[src/rtl/uart_pkg.sv]
// uart_pkg: definitions shared by the UART transmit and receive paths.
//   tx_state_e     - transmitter FSM state encoding (IDLE=0, START=1, DATA=2, STOP=3)
//   DATA_BITS      - payload bits per frame (8N1)
//   DEFAULT_CLK_HZ - default input clock frequency
//   DEFAULT_BAUD   - default line rate
package uart_pkg;

  typedef enum logic [1:0] {
    TX_IDLE  = 2'd0,
    TX_START = 2'd1,
    TX_DATA  = 2'd2,
    TX_STOP  = 2'd3
  } tx_state_e;

  localparam int DATA_BITS      = 8;
  localparam int DEFAULT_CLK_HZ = 12000000;
  localparam int DEFAULT_BAUD   = 115200;

endpackage

[src/rtl/uart_tx_fifo.sv]
// uart_tx_fifo: synchronous register-array FIFO feeding the UART transmitter.
//   clk       in   system clock, rising edge
//   reset_n   in   asynchronous active-low reset (empties the FIFO)
//   push      in   write request; ignored while full
//   push_data in   WIDTH-bit data to store
//   pop       in   read request; ignored while empty
//   head      out  oldest entry (valid while not empty)
//   full      out  level == DEPTH
//   empty     out  level == 0
//   level     out  occupancy, $clog2(DEPTH)+1 bits
// DEPTH must be a power of two so the pointers wrap naturally.
module uart_tx_fifo #(
  parameter int WIDTH = 8,
  parameter int DEPTH = 16
) (
  input  logic                     clk,
  input  logic                     reset_n,
  input  logic                     push,
  input  logic [WIDTH-1:0]         push_data,
  input  logic                     pop,
  output logic [WIDTH-1:0]         head,
  output logic                     full,
  output logic                     empty,
  output logic [$clog2(DEPTH):0]   level
);

  localparam int AW = $clog2(DEPTH);
  localparam int LW = AW + 1;

  logic [WIDTH-1:0] mem_r [DEPTH];
  logic [AW-1:0]    wr_ptr_r;
  logic [AW-1:0]    rd_ptr_r;
  logic [LW-1:0]    level_r;
  logic             do_push_s;
  logic             do_pop_s;

  assign full      = (level_r == LW'(DEPTH));
  assign empty     = (level_r == LW'(0));
  assign level     = level_r;
  assign head      = mem_r[rd_ptr_r];
  assign do_push_s = push && !full;
  assign do_pop_s  = pop && !empty;

  // Storage array and write pointer.
  always_ff @(posedge clk or negedge reset_n) begin
    if (!reset_n) begin
      for (int i = 0; i < DEPTH; i++) begin
        mem_r[i] <= '0;
      end
      wr_ptr_r <= '0;
    end else if (do_push_s) begin
      mem_r[wr_ptr_r] <= push_data;
      wr_ptr_r        <= wr_ptr_r + AW'(1);
    end else begin
      wr_ptr_r <= wr_ptr_r;
    end
  end

  // Read pointer and occupancy; a simultaneous push and pop leaves level unchanged.
  always_ff @(posedge clk or negedge reset_n) begin
    if (!reset_n) begin
      rd_ptr_r <= '0;
      level_r  <= '0;
    end else begin
      if (do_pop_s) begin
        rd_ptr_r <= rd_ptr_r + AW'(1);
      end else begin
        rd_ptr_r <= rd_ptr_r;
      end
      case ({do_push_s, do_pop_s})
        2'b10:   level_r <= level_r + LW'(1);
        2'b01:   level_r <= level_r - LW'(1);
        default: level_r <= level_r;
      endcase
    end
  end

endmodule

[src/rtl/uart_tx.sv]
// uart_tx: buffered 8N1 UART transmitter with optional CTS# flow control.
//   clk      in   system clock, rising edge
//   reset_n  in   asynchronous active-low reset
//   data_in  in   byte to send
//   write    in   data_in valid; accepted when write && ready
//   ready    out  FIFO not full
//   tx       out  registered serial line, idle high
//   cts_n    in   clear-to-send, active-low, asynchronous to clk
//   busy     out  frame in progress or FIFO non-empty
//   level    out  FIFO occupancy
// Build option: define UART_TX_CTS_EN to gate frame launches on the
// synchronised cts_n; without it cts_n is ignored and no synchroniser exists.
module uart_tx
  import uart_pkg::*;
#(
  parameter int CLK_HZ     = DEFAULT_CLK_HZ,
  parameter int BAUD       = DEFAULT_BAUD,
  parameter int FIFO_DEPTH = 16
) (
  input  logic                          clk,
  input  logic                          reset_n,
  input  logic [7:0]                    data_in,
  input  logic                          write,
  output logic                          ready,
  output logic                          tx,
  input  logic                          cts_n,
  output logic                          busy,
  output logic [$clog2(FIFO_DEPTH):0]   level
);

  localparam int BIT_TICKS = CLK_HZ / BAUD;
  localparam int CNT_W     = $clog2(BIT_TICKS);
  localparam int LW        = $clog2(FIFO_DEPTH) + 1;
  localparam logic [CNT_W-1:0] TICK_MAX = CNT_W'(BIT_TICKS - 1);
  localparam logic [2:0]       LAST_BIT = 3'(DATA_BITS - 1);

  tx_state_e            state_r, state_next_s;
  logic [CNT_W-1:0]     tick_r, tick_next_s;
  logic [2:0]           bit_idx_r, bit_idx_next_s;
  logic [DATA_BITS-1:0] shift_r, shift_next_s;
  logic                 tx_r, tx_next_s;
  logic                 pop_s;
  logic                 launch_ok_s;
  logic [7:0]           fifo_head_s;
  logic                 fifo_full_s;
  logic                 fifo_empty_s;
  logic [LW-1:0]        level_s;

  uart_tx_fifo #(
    .WIDTH (8),
    .DEPTH (FIFO_DEPTH)
  ) u_fifo (
    .clk       (clk),
    .reset_n   (reset_n),
    .push      (write),
    .push_data (data_in),
    .pop       (pop_s),
    .head      (fifo_head_s),
    .full      (fifo_full_s),
    .empty     (fifo_empty_s),
    .level     (level_s)
  );

`ifdef UART_TX_CTS_EN
  logic cts_meta_r;
  logic cts_sync_r;

  // Two-flop synchroniser for the asynchronous cts_n pin; resets to "not clear".
  always_ff @(posedge clk or negedge reset_n) begin
    if (!reset_n) begin
      cts_meta_r <= 1'b1;
      cts_sync_r <= 1'b1;
    end else begin
      cts_meta_r <= cts_n;
      cts_sync_r <= cts_meta_r;
    end
  end

  assign launch_ok_s = !cts_sync_r;
`else
  logic cts_unused_s;
  assign cts_unused_s = cts_n;
  assign launch_ok_s  = 1'b1;
`endif

  assign ready = !fifo_full_s;
  assign tx    = tx_r;
  assign level = level_s;
  assign busy  = (state_r != TX_IDLE) || (level_s != LW'(0));

  // FSM next-state, datapath next values and the value the tx flop will hold.
  always_comb begin
    state_next_s   = state_r;
    tick_next_s    = tick_r;
    bit_idx_next_s = bit_idx_r;
    shift_next_s   = shift_r;
    tx_next_s      = tx_r;
    pop_s          = 1'b0;
    case (state_r)
      TX_IDLE: begin
        if (!fifo_empty_s && launch_ok_s) begin
          pop_s        = 1'b1;
          shift_next_s = fifo_head_s;
          tick_next_s  = TICK_MAX;
          state_next_s = TX_START;
          tx_next_s    = 1'b0;
        end else begin
          state_next_s = TX_IDLE;
          tx_next_s    = 1'b1;
        end
      end
      TX_START: begin
        if (tick_r == CNT_W'(0)) begin
          state_next_s   = TX_DATA;
          bit_idx_next_s = 3'd0;
          tick_next_s    = TICK_MAX;
          tx_next_s      = shift_r[0];
        end else begin
          tick_next_s = tick_r - CNT_W'(1);
        end
      end
      TX_DATA: begin
        if (tick_r == CNT_W'(0)) begin
          tick_next_s = TICK_MAX;
          if (bit_idx_r == LAST_BIT) begin
            state_next_s = TX_STOP;
            tx_next_s    = 1'b1;
          end else begin
            // Shift right so the next bit to send is always at position 0.
            bit_idx_next_s = bit_idx_r + 3'd1;
            shift_next_s   = {1'b0, shift_r[DATA_BITS-1:1]};
            tx_next_s      = shift_r[1];
          end
        end else begin
          tick_next_s = tick_r - CNT_W'(1);
        end
      end
      TX_STOP: begin
        if (tick_r == CNT_W'(0)) begin
          // End of stop bit is the second launch decision point: chain frames with no gap.
          if (!fifo_empty_s && launch_ok_s) begin
            pop_s        = 1'b1;
            shift_next_s = fifo_head_s;
            tick_next_s  = TICK_MAX;
            state_next_s = TX_START;
            tx_next_s    = 1'b0;
          end else begin
            state_next_s = TX_IDLE;
            tx_next_s    = 1'b1;
          end
        end else begin
          tick_next_s = tick_r - CNT_W'(1);
        end
      end
      default: begin
        state_next_s = TX_IDLE;
        tx_next_s    = 1'b1;
      end
    endcase
  end

  // FSM state, datapath registers and the glitch-free tx flop.
  always_ff @(posedge clk or negedge reset_n) begin
    if (!reset_n) begin
      state_r   <= TX_IDLE;
      tick_r    <= '0;
      bit_idx_r <= 3'd0;
      shift_r   <= '0;
      tx_r      <= 1'b1;
    end else begin
      state_r   <= state_next_s;
      tick_r    <= tick_next_s;
      bit_idx_r <= bit_idx_next_s;
      shift_r   <= shift_next_s;
      tx_r      <= tx_next_s;
    end
  end

endmodule

[config.mk]
export PLATFORM = sky130hd
export DESIGN_NAME = uart_tx
export DESIGN_NICKNAME = d
export VERILOG_FILES = /design/src/rtl/uart_pkg.sv /design/src/rtl/uart_tx_fifo.sv /design/src/rtl/uart_tx.sv
export SDC_FILE = /design/constraint.sdc
export NUM_CORES = 1
export LEC_CHECK = 0
export BUFFER_PORTS_ARGS = -buffer_cell sky130_fd_sc_hd__buf_4
export CAP_MARGIN = 40
export CORE_MARGIN = 10
export CORE_UTILIZATION = 60
export DETAILED_ROUTE_END_ITERATION = 10
export GPL_TIMING_DRIVEN = 0
export PLACE_DENSITY = 0.78
export SETUP_SLACK_MARGIN = 0.5
export SLEW_MARGIN = 20
export SYNTH_ARGS = -nofsm -noshare
export SYNTH_HDL_FRONTEND = slang
export SYNTH_SLANG_ARGS = --single-unit
[constraint.sdc]
create_clock -name clk -period 4.7 [get_ports clk]
set_input_delay 1.175 -clock clk [delete_from_list [all_inputs] [get_ports clk]]
set_output_delay 1.175 -clock clk [all_outputs]
set_load 0.01 [all_outputs]
# After elaboration in Yosys (flattened, before gate mapping)

Index checks and enable logic that the tools add are counted.
Widths: inputs -> output; s select.

Output and inout port bits: 8
Memories: 0
Bits in registers: 162
Word-level logic and storage cells: 101
Latch bits: 0
Memory bits (read-only): 0
Memory bits (writable): 0

$add $sub $neg: 6
Magnitude comparators: 3
Equal/unequal tests: 12
Shift-type cells: 0
Bitwise operators: 2
Div/mod/pow operators: 0
Multiplexer cells: 35
Reductions and logical operators: 19
Multiply operators: 0

Operator list:

| kind                | count |
|---|---|
| $bwmux 128          | 1 |
| $mux 8              | 7 |
| $bmux 8 s4          | 1 |
| $demux 8 s4         | 1 |
| $pmux 8 s3          | 1 |
| $mux 7              | 3 |
| $pmux 7 s3          | 1 |
| $reduce_and 4->1    | 3 |
| $ge 5x5->1 const B  | 2 |
| $ne 2x2->1 const B  | 5 |
| $not 4->5           | 2 |
| $pmux 5 s2          | 1 |
| $mux 3              | 3 |
| $add 4x1->4 const B | 2 |
| $mux 1              | 8 |
| $mux 2              | 4 |
| $pmux 2 s4          | 1 |
| $logic_not 7->1     | 1 |
| $sub 7x1->7 const B | 1 |
| $eq 2x2->1 const B  | 3 |
| $pmux 3 s2          | 1 |
| $reduce_bool 2->1   | 3 |
| $add 5x1->5 const B | 1 |
| $eq 5x5->1 const B  | 1 |
| other kinds (16)    | 20 |

# Depth between registers and ports, before layout

Gate-level depths: netlist of run 1.

Depth in word-level cells: 7
Mapped depth: 13
Depth with buffers taken out: 13

# Modules after synthesis

A second synthesis of run 1 with hierarchy kept.

Cell total of the unflattened synthesis: 604
Area, all modules: 8209.1 µm²

By module, submodules not included:

| module       | area each (µm²) | instances | cells each |
|---|---|---|---|
| uart_tx_fifo | 6844.1          | 1         | 471 |
| uart_tx      | 1365.1          | 1         | 133 |

# Worst setup path after synthesis of run 1

OpenSTA, ideal clock, no wires.

Path type: input -> register
From: in write
To: reg u_fifo.level_r[4], in the netlist u_fifo.level[4]
Stages on the path: 11
Data required time: 4620 ps
Path slack: 1801 ps
Data arrival time: 2819 ps
Setup time: 80 ps
Buffers on the path: 1
Cell sequence: and2_4 buf_6 inv_6 ha_1 inv_1 fa_1 nor2b_1 o21ai_0 and3_1 nor3_1 xnor2_1

Longest elaborated chain between the ends: 3

RTL lines:

| element                                                | line               | RTL |
|---|---|---|
| start, declared                                        | uart_tx.sv:23      | `input logic write,` |
| $logic_and 1x1->1 *                                    | uart_tx_fifo.sv:41 | `assign do_push_s = push && !full;` |
| $eq 2x1->1 / $eq 2x2->1 (equally long branches)        | uart_tx_fifo.sv:70 | `case ({do_push_s, do_pop_s})` |
| $pmux 5 s2 / $reduce_bool 2->1 (equally long branches) | --                 |  |
| end signal, assigned                                   | uart_tx_fifo.sv:71 | `2'b10: level_r <= level_r + LW'(1);` |
| end signal, assigned                                   | uart_tx_fifo.sv:72 | `2'b01: level_r <= level_r - LW'(1);` |
| end signal, assigned                                   | uart_tx_fifo.sv:73 | `default: level_r <= level_r;` |
| end, declared                                          | uart_tx_fifo.sv:33 | `logic [LW-1:0] level_r;` |

Every way passes the cells marked *; elsewhere a longest branch is shown, timed or not.
A chain may end at the register's enable or synchronous reset.

# Worst setup path in the final report of run 1

From: reg tick_r[0]
To: reg u_fifo.level_r[4], in the netlist u_fifo.level[4]

Longest elaborated chain between the ends: 6

RTL lines:

| element                                                | line               | RTL |
|---|---|---|
| start, declared                                        | uart_tx.sv:38      | `logic [CNT_W-1:0] tick_r, tick_next_s;` |
| start signal, assigned                                 | uart_tx.sv:172     | `tick_r <= tick_next_s;` |
| $logic_not 7->1 *                                      | uart_tx.sv:139     | `if (tick_r == CNT_W'(0)) begin` |
| $mux 1 *                                               | uart_tx.sv:139     |  |
| $pmux 1 s2 *                                           | uart_tx.sv:99      | `case (state_r)` |
| $logic_and 1x1->1 *                                    | uart_tx_fifo.sv:42 | `assign do_pop_s = pop && !empty;` |
| net u_fifo.do_pop_s                                    | uart_tx_fifo.sv:35 | `logic do_pop_s;` |
| $eq 2x1->1 / $eq 2x2->1 (equally long branches)        | uart_tx_fifo.sv:70 |  |
| $pmux 5 s2 / $reduce_bool 2->1 (equally long branches) | --                 |  |

The timed path passes the listed nets; every way through them passes the cells marked *.

==> results of run 1 <==
## cells in the mapped netlist (4+ instances only)
cell type and number:
nor3_1 4, nand2_4 8, inv_1 16, o22ai_1 4
a21oi_1 30, o21ai_0 10, mux2_4 8, mux2_1 14
a22oi_1 15, dfrtp_1 161, ha_1 18, xnor2_1 9
nand2_1 17, nand4_1 7, mux4_2 32, buf_1 4
nor2_1 25, clkbuf_1 19, nand2_2 5, buf_2 6
nor2b_1 5, mux2_2 110
## worst max path at each step
stage / start / end / cells after the start
floorplan: write / u_fifo.level[4] / 11
global placement: tick_r[0] / u_fifo.level[4] / 13
detailed placement: tick_r[0] / u_fifo.level[4] / 13
CTS: tick_r[0] / u_fifo.level[4] / 13
global route: tick_r[0] / u_fifo.level[4] / 13
finish: tick_r[0] / u_fifo.level[4] / 13
## routing by layer
metal	part of all wire (%)	vias up
li1	-	2179
met1	41	2527
met2	50	129
met3	4.8	37
met4	3.4	0
met5	0	-
## worst register-to-register path, cell delays in order (launching register included)
cell and delay (ps):
dfrtp_1 430, inv_1 120, ha_1 180, nor2b_1 360, a31oi_1 140, nor3_1 620
ha_1 350, inv_1 100, fa_1 410, nor2b_1 120, o21ai_0 110, and3_1 200
nor3_1 190, xnor2_1 140
## final cells by class
cell class                      count  area, um2
Buffer                             31        133
Clock buffer                       26        499
Clock inverter                      4       26.3
Fill cell                         924       3940
Inverter                           17       68.8
Multi-Input combinational cell    360       3610
Sequential cell                   162       4060
Tap cell                          172        215
Timing Repair Buffer               20        181
## kinds of logic after synthesis
kind of cell             share of synthesized area, %
multiplexers                                     28.8
flip-flops                                       51.6
AND/OR/NAND/NOR                                  6.65
AO/OA/AOI/OAI                                    5.92
buffers and inverters                            2.56
adder cells (fa/ha/maj)                          3.12
XOR/XNOR                                         1.34
## per-stage QoR
stage	instance area, um2	std cells
6_report	8780	792
5_1_grt	8780	792
4_1_cts	8770	791
3_5_place_dp	8250	761
3_3_place_gp	8210	760
2_1_floorplan	7860	570
## sequential cells by signal, indices dropped and copies added (netlist names)
| name | cells |
|---|---|
| tick_r | 7 |
| u_fifo.wr_ptr_r | 4 |
| bit_idx_r | 3 |
| u_fifo.mem_r | 128 |
| u_fifo.rd_ptr_r | 4 |
| shift_r | 8 |
| u_fifo.level | 5 |
| state_r | 2 |
| tx | 1 |
## power by group through the flow
stage	registers, mW	clock network, mW	logic, mW
floorplan	2.17	0	1.09
global placement	2.22	0	1.32
detailed placement	2.28	0	1.39
CTS	2.26	1.26	1.39
global route	2.32	1.31	1.51
finish	2.27	1.24	1.38
==> key figures, run 1 <==
Timing
  • Slew Limit Fails: 0
  • Setup WS post-layout: 1160 ps
  • Fin crit share: 75.3%
  • Fin. Hold Viols: 0
  • Final Skew: 5.30 ps
  • Setup TNS: 0 ps
  • Min cycle time layout: 3540 ps
  • Final number of setup-violating endpoints: 0
  • Unrepaired setup endpoints after global routing: no
  • Hold Slack: 490 ps
  • F_max: 0.283 GHz
  • Worst-margin pin slew: 870 ps
  • Slew HR: 42.0%

Synth
  • Number of distinct library cells after synthesis: 49
  • Net Count, Synth: 601
  • Top cells by area, synth: dfrtp_1, mux2_2, mux4_2
  • Post-synth EDFFs: 0
  • Synth Flop Type: dfrtp_1
  • Sequential fraction of the synthesis area: 51.6%
  • Synth top area share: 51.2%
  • Post-Synthesis Cell Area: 7860 um2
  • Syn Area/Cell: 13.8 um2
  • Synthesized instance count: 570
  • Yosys warns: 0
  • Asr flop ratio synth: 100%
  • Seq cells post-synth: 162
  • Leading area contributor after synthesis: dfrtp_1

Global routing
  • Initial antenna violation count: 0
  • Met3 usage: 4.34%
  • M2 GR Usage: 34.2%
  • Gr usage total: 20.9%
  • Grt met1 use: 25.8%
  • Largest net degree at the start of global routing: 90
  • Vias in the first global route: 5215
  • Total congestion overflow: 0
  • First-pass GRT wire length: 28800 um
  • Busiest grt layer: met2

Clock network
  • Worst-skew pair later-pin latency: 420 ps
  • TritonCTS clock tree: built
  • CTS resizes: 0
  • Clock Sinks: 162
  • Root buf cell: clkbuf_16
  • Hold_buf cts: 0
  • Clock slew at reported path FFs: 60 ps
  • Setup Buffers After CTS: 0
  • Clock H-tree levels: 4
  • Maximum clock path buffer count: 2
  • TritonCTS buffer count: 17

Setup path
  • Setup crit end kind: flop
  • Worst path slowest cell: nor3_1
  • Crit path kind: flop to flop
  • R2r setup slk: 1160 ps
  • RR Endpoint: u_fifo.level[4]
  • Crit path required time: 5050 ps
  • Largest stage delay on the critical path: 620 ps
  • Max FO, Critical Path: 6
  • Critical Path Start Type: flop
  • WP data arrival: 3890 ps
  • Delay-heaviest family, CP: simple AND/OR/NAND/NOR gates
  • Worst reg2reg path depth: 13
  • Critical path buffer and inverter count: 2
  • Reg2Reg Launch Point: tick_r[0]
  • Critical path, cell by cell: inv_1 > ha_1 > nor2b_1 > a31oi_1 > nor3_1 > ha_1 > inv_1 > fa_1 > nor2b_1 > o21ai_0 > and3_1 > nor3_1 > xnor2_1

Power and ir drop
  • Leak: 3.98 nW
  • Register share of total power: 46.4%
  • Internal power: 3.50 mW
  • Clock power share: 25.3%
  • Psw: 1.39 mW
  • Sw Ratio: 28.4%
  • Pwr dens: 557 nW/um2
  • Logic pwr share: 28.3%
  • Power Total: 4.89 mW
  • Worst vdd ir: 0.000305 V

Cells and area
  • Final core utilization: 69.1%
  • Proportion of layout cells with a drive suffix above 1: 36.5%
  • Layout area overhead: 11.7%
  • # diodes: 0
  • Final nets: 640
  • Commonest non-fill, non-tap cell in the layout: dfrtp_1
  • Most frequent cells in the layout: dfrtp_1, mux2_2, mux4_2, a21oi_1, nor2_1

Routing
  • Vias: 4872
  • Number of remaining DRC errors: 0
  • Pre-Repair DR Iteration Count: 5
  • Initial DRC count: 359
  • Final ANT Viol Nets: 0
  • Wire per inst: 22.3 um
  • DRT Wirelength: 17700 um
  • Vias per cell: 6.15

Worst hold path
  • WHS Endpoint: u_fifo.mem_r[33]
  • Hold Path Class: flop to flop
  • Hold Startpoint: u_fifo.mem_r[33]
  • WHS Path Cells: 1

Run
  • Max_cap viols: 0

Floorplan
  • Die area: 18100 um2
  • IO Pins: 20
  • Die X: 134 um
  • Core area: 12700 um2
  • Die Y: 134 um
  • Initial Util: 61.8%
  • Row cnt: 41

Placed design
  • PortBufs: 18
  • Routability cong.: 0.914
  • Pre-CTS WS: 1240 ps
  • HPWL Detailed: 11900 um

Outcome
  • Status: complete, no violations
Power figures use the tool's default switching activity.
==> inputs of run 2 (changes only) <==
--- a/config.mk
+++ b/config.mk
@@ -5,6 +5,7 @@
 export SDC_FILE = /design/constraint.sdc
 export NUM_CORES = 1
 export LEC_CHECK = 0
+export ABC_AREA = 1
 export BUFFER_PORTS_ARGS = -buffer_cell sky130_fd_sc_hd__buf_4
 export CAP_MARGIN = 40
 export CORE_MARGIN = 10
==> constraint.sdc (replaced) <==
create_clock -name clk -period 3.5 [get_ports clk]
set_input_delay 0.875 -clock clk [delete_from_list [all_inputs] [get_ports clk]]
set_output_delay 0.875 -clock clk [all_outputs]
set_load 0.01 [all_outputs]
==> run 2 against run 1 <==
Effect of this change:
- clock skew rose by 4.7 ps
- non-clock buffer count up 21
- core utilization is 0.63 points lower
- final area rose by 8.1%
- sequential share of layout area shrank 3.5 points
- worst hold slack worse by 120 ps
- sequential cell count unchanged
- sequential power rose by 42%
- synthesized cell count increased by 81%
- critical endpoint unchanged
- highest routed layer unchanged
==> key figures, run 2 <==
Setup path
  • Setup crit end kind: flop (unchanged)
  • Worst Setup SP: tick_r[0] (unchanged)
  • RR Endpoint: u_fifo.level[4] (unchanged)
  • Crit path kind: flop to flop (unchanged)
  • WP data arrival: 3160 ps (was 3890 ps)
  • Critical Path Start Type: flop (unchanged)
  • Crit path to: u_fifo.level[4] (unchanged)
  • Worst reg2reg path depth: 16 (was 13)
  • Max FO, Critical Path: 6 (unchanged)
  • Reg2Reg Launch Point: tick_r[0] (unchanged)
  • R2r setup slk: 670 ps (was 1160 ps)
  • Crit path required time: 3830 ps (was 5050 ps)

Cells and area
  • Final core utilization: 68.4% (was 69.1%)
  • # diodes: 0 (unchanged)
  • Final non-filler cell total: 1267 (was 792)
  • Layout area overhead: 12.0% (was 11.7%)
  • Finished Cell Area: 9500 um2 (was 8780 um2)
  • Final nets: 1105 (was 640)
  • Proportion of layout cells with a drive suffix above 1: 15.3% (was 36.5%)
  • Reg with most FFs: u_fifo.mem_r (unchanged)
  • Most frequent cells in the layout: nand2_1, dfrtp_1, o21ai_0, nor2_1, inv_1 (was dfrtp_1, mux2_2, mux4_2, a21oi_1, nor2_1)
  • Commonest non-fill, non-tap cell in the layout: nand2_1 (was dfrtp_1)
  • Top Registers: u_fifo.mem_r: 128 flops, shift_r: 8 flops, tick_r: 7 flops (unchanged)
  • Number of flip-flops in the largest register: 128 (unchanged)

Clock network
  • Root buf cell: clkbuf_16 (unchanged)
  • Clock slew at reported path FFs: 70 ps (was 60 ps)
  • TritonCTS clock tree: built (unchanged)
  • Clock H-tree levels: 4 (unchanged)
  • Maximum clock path buffer count: 2 (unchanged)
  • Worst-skew pair later-pin latency: 440 ps (was 420 ps)
  • Clock Sinks: 162 (unchanged)
  • Setup Buffers After CTS: 0 (unchanged)
  • TritonCTS buffer count: 17 (unchanged)
  • Hold_buf cts: 0 (unchanged)

Floorplan
  • Row cnt: 43 (was 41)
  • Core area: 13900 um2 (was 12700 um2)
  • IO Pins: 20 (unchanged)
  • Initial Util: 61.1% (was 61.8%)
  • Die Y: 139 um (was 134 um)
  • Die area: 19300 um2 (was 18100 um2)
  • Die X: 139 um (was 134 um)

Run
  • Max_cap viols: 0 (unchanged)

Synth
  • Net Count, Synth: 1065 (was 601)
  • Top cells by area, synth: dfrtp_1, nand2_1, o21ai_0 (was dfrtp_1, mux2_2, mux4_2)
  • Number of distinct library cells after synthesis: 38 (was 49)
  • Seq cells post-synth: 162 (unchanged)
  • Count leader, synth: nand2_1 (was dfrtp_1)
  • Post-Synthesis Cell Area: 8480 um2 (was 7860 um2)
  • Post-synth EDFFs: 0 (unchanged)
  • Synth top cells by count: nand2_1, dfrtp_1, o21ai_0, nor2_1, inv_1 (was dfrtp_1, mux2_2, mux4_2, a21oi_1, nor2_1)
  • Asr flop ratio synth: 100% (unchanged)
  • Yosys warns: 0 (unchanged)
  • Sequential fraction of the synthesis area: 47.8% (was 51.6%)
  • Synth Flop Type: dfrtp_1 (unchanged)
  • Synthesized instance count: 1034 (was 570)
  • Syn Area/Cell: 8.20 um2 (was 13.8 um2)
  • Synth top area share: 47.5% (was 51.2%)
  • Leading area contributor after synthesis: dfrtp_1 (unchanged)

Routing
  • Vias: 7120 (was 4872)
  • Pre-Repair DR Iteration Count: 6 (was 5)
  • Final ANT Viol Nets: 0 (unchanged)
  • Vias per cell: 5.62 (was 6.15)
  • DRT Wirelength: 21500 um (was 17700 um)
  • Initial DRC count: 650 (was 359)
  • Wire per inst: 17.0 um (was 22.3 um)
  • Number of remaining DRC errors: 0 (unchanged)

Timing
  • Min cycle time layout: 2830 ps (was 3540 ps)
  • Final Skew: 10.0 ps (was 5.30 ps)
  • F_max: 0.353 GHz (was 0.283 GHz)
  • Setup TNS: 0 ps (unchanged)
  • Slew Limit Fails: 0 (unchanged)
  • Final number of setup-violating endpoints: 0 (unchanged)
  • Fin. Hold Viols: 0 (unchanged)
  • Fin crit share: 80.8% (was 75.3%)
  • Unrepaired setup endpoints after global routing: no (unchanged)
  • Slew HR: 42.2% (was 42.0%)
  • Hold Slack: 367 ps (was 490 ps)
  • Worst-margin pin slew: 867 ps (was 870 ps)

Worst hold path
  • Hold Path Class: primary input to asynchronous set/reset pin (was flop to flop)

Global routing
  • Gr usage total: 22.5% (was 20.9%)
  • Vias in the first global route: 6866 (was 5215)
  • Initial antenna violation count: 0 (unchanged)
  • Largest net degree at the start of global routing: 95 (was 90)
  • Total congestion overflow: 0 (unchanged)
  • First-pass GRT wire length: 35300 um (was 28800 um)

Placed design
  • Placed Area: 8870 um2 (was 8250 um2)
  • Routability cong.: 0.924 (was 0.914)
  • Placed cells: 1233 (was 761)
  • PortBufs: 18 (unchanged)
  • HPWL Detailed: 15000 um (was 11900 um)

Power and ir drop
  • Leak: 4.70 nW (was 3.98 nW)
  • Pwr dens: 986 nW/um2 (was 557 nW/um2)
  • Worst vdd ir: 0.000499 V (was 0.000305 V)

Outcome
  • Status: complete, no violations (unchanged)
==> run 2: layout make-up <==
cell class / instances / area [um2]
Sequential cell: 162 / 4060
Multi-Input combinational cell: 745 / 3840
Tap cell: 180 / 225
Buffer: 51 / 298
Clock buffer: 18 / 439
Inverter: 76 / 295
Timing Repair Buffer: 21 / 193
Clock inverter: 14 / 155
Fill cell: 1129 / 4380
==> run 2: report_power, final <==
part / switching (mW) / internal (mW)
Clock: 0.806 / 1.08
Sequential: 0.500 / 2.72
Combinational: 2.82 / 1.44
Total: 4.13 / 5.23
==> run 2: critical path: stages, from the launching register on <==
cell and delay (ps):
dfrtp_1 360, inv_1 140, ha_2 250, nand4_2 210
o21bai_1 220, nand2_2 160, inv_2 140, ha_2 260
inv_1 70, fa_1 350, inv_1 100, a21oi_1 70
nor2_1 90, nor2_1 60, xor2_1 130, nand2_1 60
nand2_1 50
==> run 2: cell families after synthesis <==
| family | count (synthesis) | synth area share [%] |
|---|---|---|
| and+or+nand+nor | 541 | 28.6 |
| xor gates and xnor gates | 11 | 1.14 |
| buffers and inverters | 127 | 7.00 |
| DFF | 162 | 47.8 |
| adders and majority gates | 19 | 2.89 |
| AOI/OAI and AO/OA | 174 | 12.5 |
==> run 2: routing by layer <==
metal	GRT usage, %	vias up	part of all wire [%]
met4	9.99	0	3.0
met2	35.2	268	47
met3	5.45	46	8.0
met5	0	-	0
li1	-	3409	-
met1	29.0	3397	42
==> run 2: stage by stage <==
step / setup slack (ps) / power [mW]
finish: 671 / 9.36
global route: 505 / 10.1
detailed placement: 489 / 7.39
CTS: 532 / 9.31
floorplan: 1030 / 6.22
global placement: 534 / 7.22
==> run 2: how the worst min path moves through the flow <==
| stage | startpoint | endpoint | slack (ps) | cells past startpoint |
|---|---|---|---|---|
| floorplan | u_fifo.mem_r[100] | u_fifo.mem_r[100] | 450 | 2 |
| global placement | u_fifo.mem_r[100] | u_fifo.mem_r[100] | 460 | 2 |
| detailed placement | shift_r[7] | shift_r[7] | 470 | 2 |
| CTS | reset_n | u_fifo.level[0] | 400 | 1 |
| global route | reset_n | u_fifo.level[0] | 420 | 1 |
| finish | reset_n | u_fifo.level[1] | 370 | 1 |
==> run 2: what timing repair did <==
item,in CTS,in global routing
gates cloned,0,0
resized for setup,1,3
endpoints found under the setup margin,1,2
==> inputs of run 3 (changes only) <==
--- a/config.mk
+++ b/config.mk
@@ -5,7 +5,7 @@
 export SDC_FILE = /design/constraint.sdc
 export NUM_CORES = 1
 export LEC_CHECK = 0
-export ABC_AREA = 1
+export ABC_AREA = 0
 export BUFFER_PORTS_ARGS = -buffer_cell sky130_fd_sc_hd__buf_4
 export CAP_MARGIN = 40
 export CORE_MARGIN = 10
==> constraint.sdc (replaced) <==
create_clock -name clk -period 2.75 [get_ports clk]
set_input_delay 0.6875 -clock clk [delete_from_list [all_inputs] [get_ports clk]]
set_output_delay 0.6875 -clock clk [all_outputs]
set_load 0.01 [all_outputs]
==> run 3 against run 2 <==
Effect of this change:
- first-iteration DRC count is 24% lower
- sequential power is 20% higher
- sequential share of layout area is 0.24 points higher
- critical endpoint unchanged
- largest cell class unchanged
- largest power group is now sequential cells
==> key figures, run 3 (synthesis gave the netlist of run 1 again) <==
Floorplan
  • Row cnt: 41 (was 43)
  • Core area: 12700 um2 (was 13900 um2)
  • Initial Util: 61.8% (was 61.1%)
  • Die Y: 134 um (was 139 um)
  • IO Pins: 20 (unchanged)
  • Die X: 134 um (was 139 um)
  • Die area: 18100 um2 (was 19300 um2)

Routing
  • Pre-Repair DR Iteration Count: 5 (was 6)
  • Met2 WL: 9980 um (was 10000 um)
  • Initial DRC count: 491 (was 650)
  • DRT Wirelength: 19700 um (was 21500 um)
  • Wire per inst: 23.6 um (was 17.0 um)
  • Met3 wire len: 1070 um (was 1710 um)
  • Final ANT Viol Nets: 0 (unchanged)
  • Highest routed metal layer: met4 (unchanged)
  • Vias: 5220 (was 7120)
  • Vias per cell: 6.27 (was 5.62)
  • Met1 WL: 8010 um (was 9110 um)
  • Number of remaining DRC errors: 0 (unchanged)

Placed design
  • PortBufs: 18 (unchanged)
  • HPWL Detailed: 11800 um (was 15000 um)
  • Placed Area: 8270 um2 (was 8870 um2)
  • Pre-CTS WS: -319 ps (was 489 ps)
  • Routability cong.: 0.886 (was 0.924)

Timing
  • Worst-margin pin slew: 791 ps (was 867 ps)
  • Final number of setup-violating endpoints: 0 (unchanged)
  • Setup WS post-layout: 148 ps (was 671 ps)
  • Slew HR: 47.1% (was 42.2%)
  • Final Skew: 7.46 ps (was 10.0 ps)
  • Slew Limit Fails: 0 (unchanged)
  • Fin. Hold Viols: 0 (unchanged)
  • Min cycle time layout: 2600 ps (was 2830 ps)
  • Fin crit share: 94.6% (was 80.8%)
  • Setup TNS: 0 ps (unchanged)
  • Unrepaired setup endpoints after global routing: yes (was no)
  • F_max: 0.384 GHz (was 0.353 GHz)

Cells and area
  • Number of flip-flops in the largest register: 128 (unchanged)
  • Reg with most FFs: u_fifo.mem_r (unchanged)
  • Proportion of layout cells with a drive suffix above 1: 46.0% (was 15.3%)
  • Fillcell total: 792 (was 1129)
  • Top Registers: u_fifo.mem_r: 128 flops, shift_r: 8 flops, tick_r: 7 flops (unchanged)
  • Finished Cell Area: 9460 um2 (was 9500 um2)
  • Most frequent cells in the layout: dfrtp_1, mux2_2, buf_4, mux4_2, a21oi_1 (was nand2_1, dfrtp_1, o21ai_0, nor2_1, inv_1)
  • Final nets: 681 (was 1105)
  • Final core utilization: 74.4% (was 68.4%)
  • Layout area overhead: 20.3% (was 12.0%)
  • Commonest non-fill, non-tap cell in the layout: dfrtp_1 (was nand2_1)
  • # diodes: 0 (unchanged)

Setup path
  • Reg2Reg Launch Point: tick_r[3] (was tick_r[0])
  • Delay-heaviest family, CP: simple AND/OR/NAND/NOR gates (was adder cells)
  • Critical path buffer and inverter count: 1 (was 4)
  • Most frequent CP cell: nor3_4 (was inv_1)
  • Setup crit end kind: flop (unchanged)
  • Worst path slowest cell: dfrtp_2 (was dfrtp_1)
  • Max FO, Critical Path: 4 (was 6)
  • R2r setup slk: 150 ps (was 670 ps)
  • Worst reg2reg path depth: 11 (was 16)
  • Critical Path Start Type: flop (unchanged)
  • Largest stage delay on the critical path: 430 ps (was 360 ps)
  • WP data arrival: 2940 ps (was 3160 ps)
  • Crit path kind: flop to flop (unchanged)
  • Crit path required time: 3080 ps (was 3830 ps)
  • Critical path, cell by cell: nor4_4 > a31oi_2 > nor3_4 > ha_4 > inv_2 > fa_2 > nor2b_2 > o21ai_2 > and3_4 > nor3_4 > xnor2_1 (was inv_1 > ha_2 > nand4_2 > o21bai_1 > nand2_2 > inv_2 > ha_2 > inv_1 > fa_1 > inv_1 > a21oi_1 > nor2_1 > nor2_1 > xor2_1 > nand2_1 > nand2_1)
  • RR Endpoint: u_fifo.level[4] (unchanged)

Run
  • Max_cap viols: 0 (unchanged)

Outcome
  • Status: complete, no violations (unchanged)

Worst hold path
  • Hold Path Class: primary input to asynchronous set/reset pin (unchanged)

Global routing
  • Total congestion overflow: 0 (unchanged)
  • First-pass GRT wire length: 30700 um (was 35300 um)
  • Vias in the first global route: 5535 (was 6866)
  • Initial antenna violation count: 0 (unchanged)
  • Gr usage total: 22.0% (was 22.5%)
  • Largest net degree at the start of global routing: 96 (was 95)

Clock network
  • Clock slew at reported path FFs: 60 ps (was 70 ps)
  • TritonCTS buffer count: 17 (unchanged)
  • TritonCTS clock tree: built (unchanged)
  • Clock H-tree levels: 4 (unchanged)
  • Clock Sinks: 162 (unchanged)
  • Maximum clock path buffer count: 2 (unchanged)
  • Worst-skew pair later-pin latency: 420 ps (was 440 ps)
  • Root buf cell: clkbuf_16 (unchanged)

Power and ir drop
  • Worst vdd ir: 0.000660 V (was 0.000499 V)
  • Clock power share: 24.6% (was 20.1%)
  • Register share of total power: 43.8% (was 34.4%)
  • Psw: 2.65 mW (was 4.13 mW)
  • Leak: 4.21 nW (was 4.70 nW)
  • Internal power: 6.21 mW (was 5.23 mW)
  • Pwr dens: 937 nW/um2 (was 986 nW/um2)
  • Logic pwr share: 31.6% (was 45.5%)
  • Sw Ratio: 29.9% (was 44.1%)
[run 3: cell count changes in the layout (fill, tap and decap cells not counted), sizes merged, moves of 15 or more]
cell   before  now
o21ai     153   12
a22oi       0   15
mux4        0   32
mux2        0  132
a21oi      12   30
nand3      69    1
buf        53   72
inv        79   17
nor2       78   25
nand2     375   30
[run 3: layout make-up]
cell class / count / area, um2 / area share, %
Clock inverter: 8 / 85.1 / 0.899
Inverter: 17 / 71.3 / 0.754
Buffer: 31 / 189 / 2.00
Timing Repair Buffer: 61 / 528 / 5.58
Tap cell: 172 / 215 / 2.27
Multi-Input combinational cell: 360 / 3870 / 40.9
Clock buffer: 22 / 444 / 4.70
Sequential cell: 162 / 4060 / 42.9
[run 3: power by group through the flow]
stage / Sequential, mW / Combinational (mW) / Clock [mW]
after floorplan: 3.72 / 1.88 / 0
after detailed placement: 3.89 / 2.38 / 0
after global placement: 3.79 / 2.26 / 0
after global routing: 3.98 / 3.01 / 2.30
final: 3.88 / 2.80 / 2.18
after CTS: 3.85 / 2.56 / 2.19
[run 3: worst max-delay path by stage]
| stage | start | slack, ps | endpoint | cells after the start |
|---|---|---|---|---|
| 2_1_floorplan | tick_r[4] | 140 | u_fifo.level[4] | 11 |
| 4_1_cts | tick_r[1] | 230 | u_fifo.level[4] | 13 |
| 6_report | tick_r[3] | 150 | u_fifo.level[4] | 11 |
| 3_5_place_dp | tick_r[0] | -320 | u_fifo.level[4] | 13 |
| 3_3_place_gp | tick_r[0] | -240 | u_fifo.level[4] | 13 |
| 5_1_grt | tick_r[3] | 40 | u_fifo.level[4] | 11 |
[run 3: what timing repair did]
action                                  in CTS  in global routing
hold buffers                                 0                  0
pin swaps                                   17                 16
setup buffers                               29                 12
endpoints found under the setup margin      52                133
gates resized for setup                     46                 34
[run 3: worst reg2reg max path: stages, from the launching register on]
cell and delay [ps]:
dfrtp_2 430, nor4_4 340, a31oi_2 180, nor3_4 310, ha_4 210, inv_2 60
fa_2 360, nor2b_2 130, o21ai_2 80, and3_4 160, nor3_4 110, xnor2_1 150
[run 3: through the flow]
| step | instances | total power, mW | hold slack [ps] |
|---|---|---|---|
| after floorplan | 570 | 5.60 | 392 |
| after global placement | 760 | 6.05 | 468 |
| after global routing | 833 | 9.29 | 250 |
| final | 833 | 8.86 | 219 |
| after detailed placement | 761 | 6.26 | 477 |
| after CTS | 820 | 8.60 | 239 |
[run 3: layer usage]
layer	vias up	global-route usage (%)
met4	0	9.49
met1	2727	26.9
met2	184	36.2
met3	48	5.71
li1	2261	-
met5	-	0
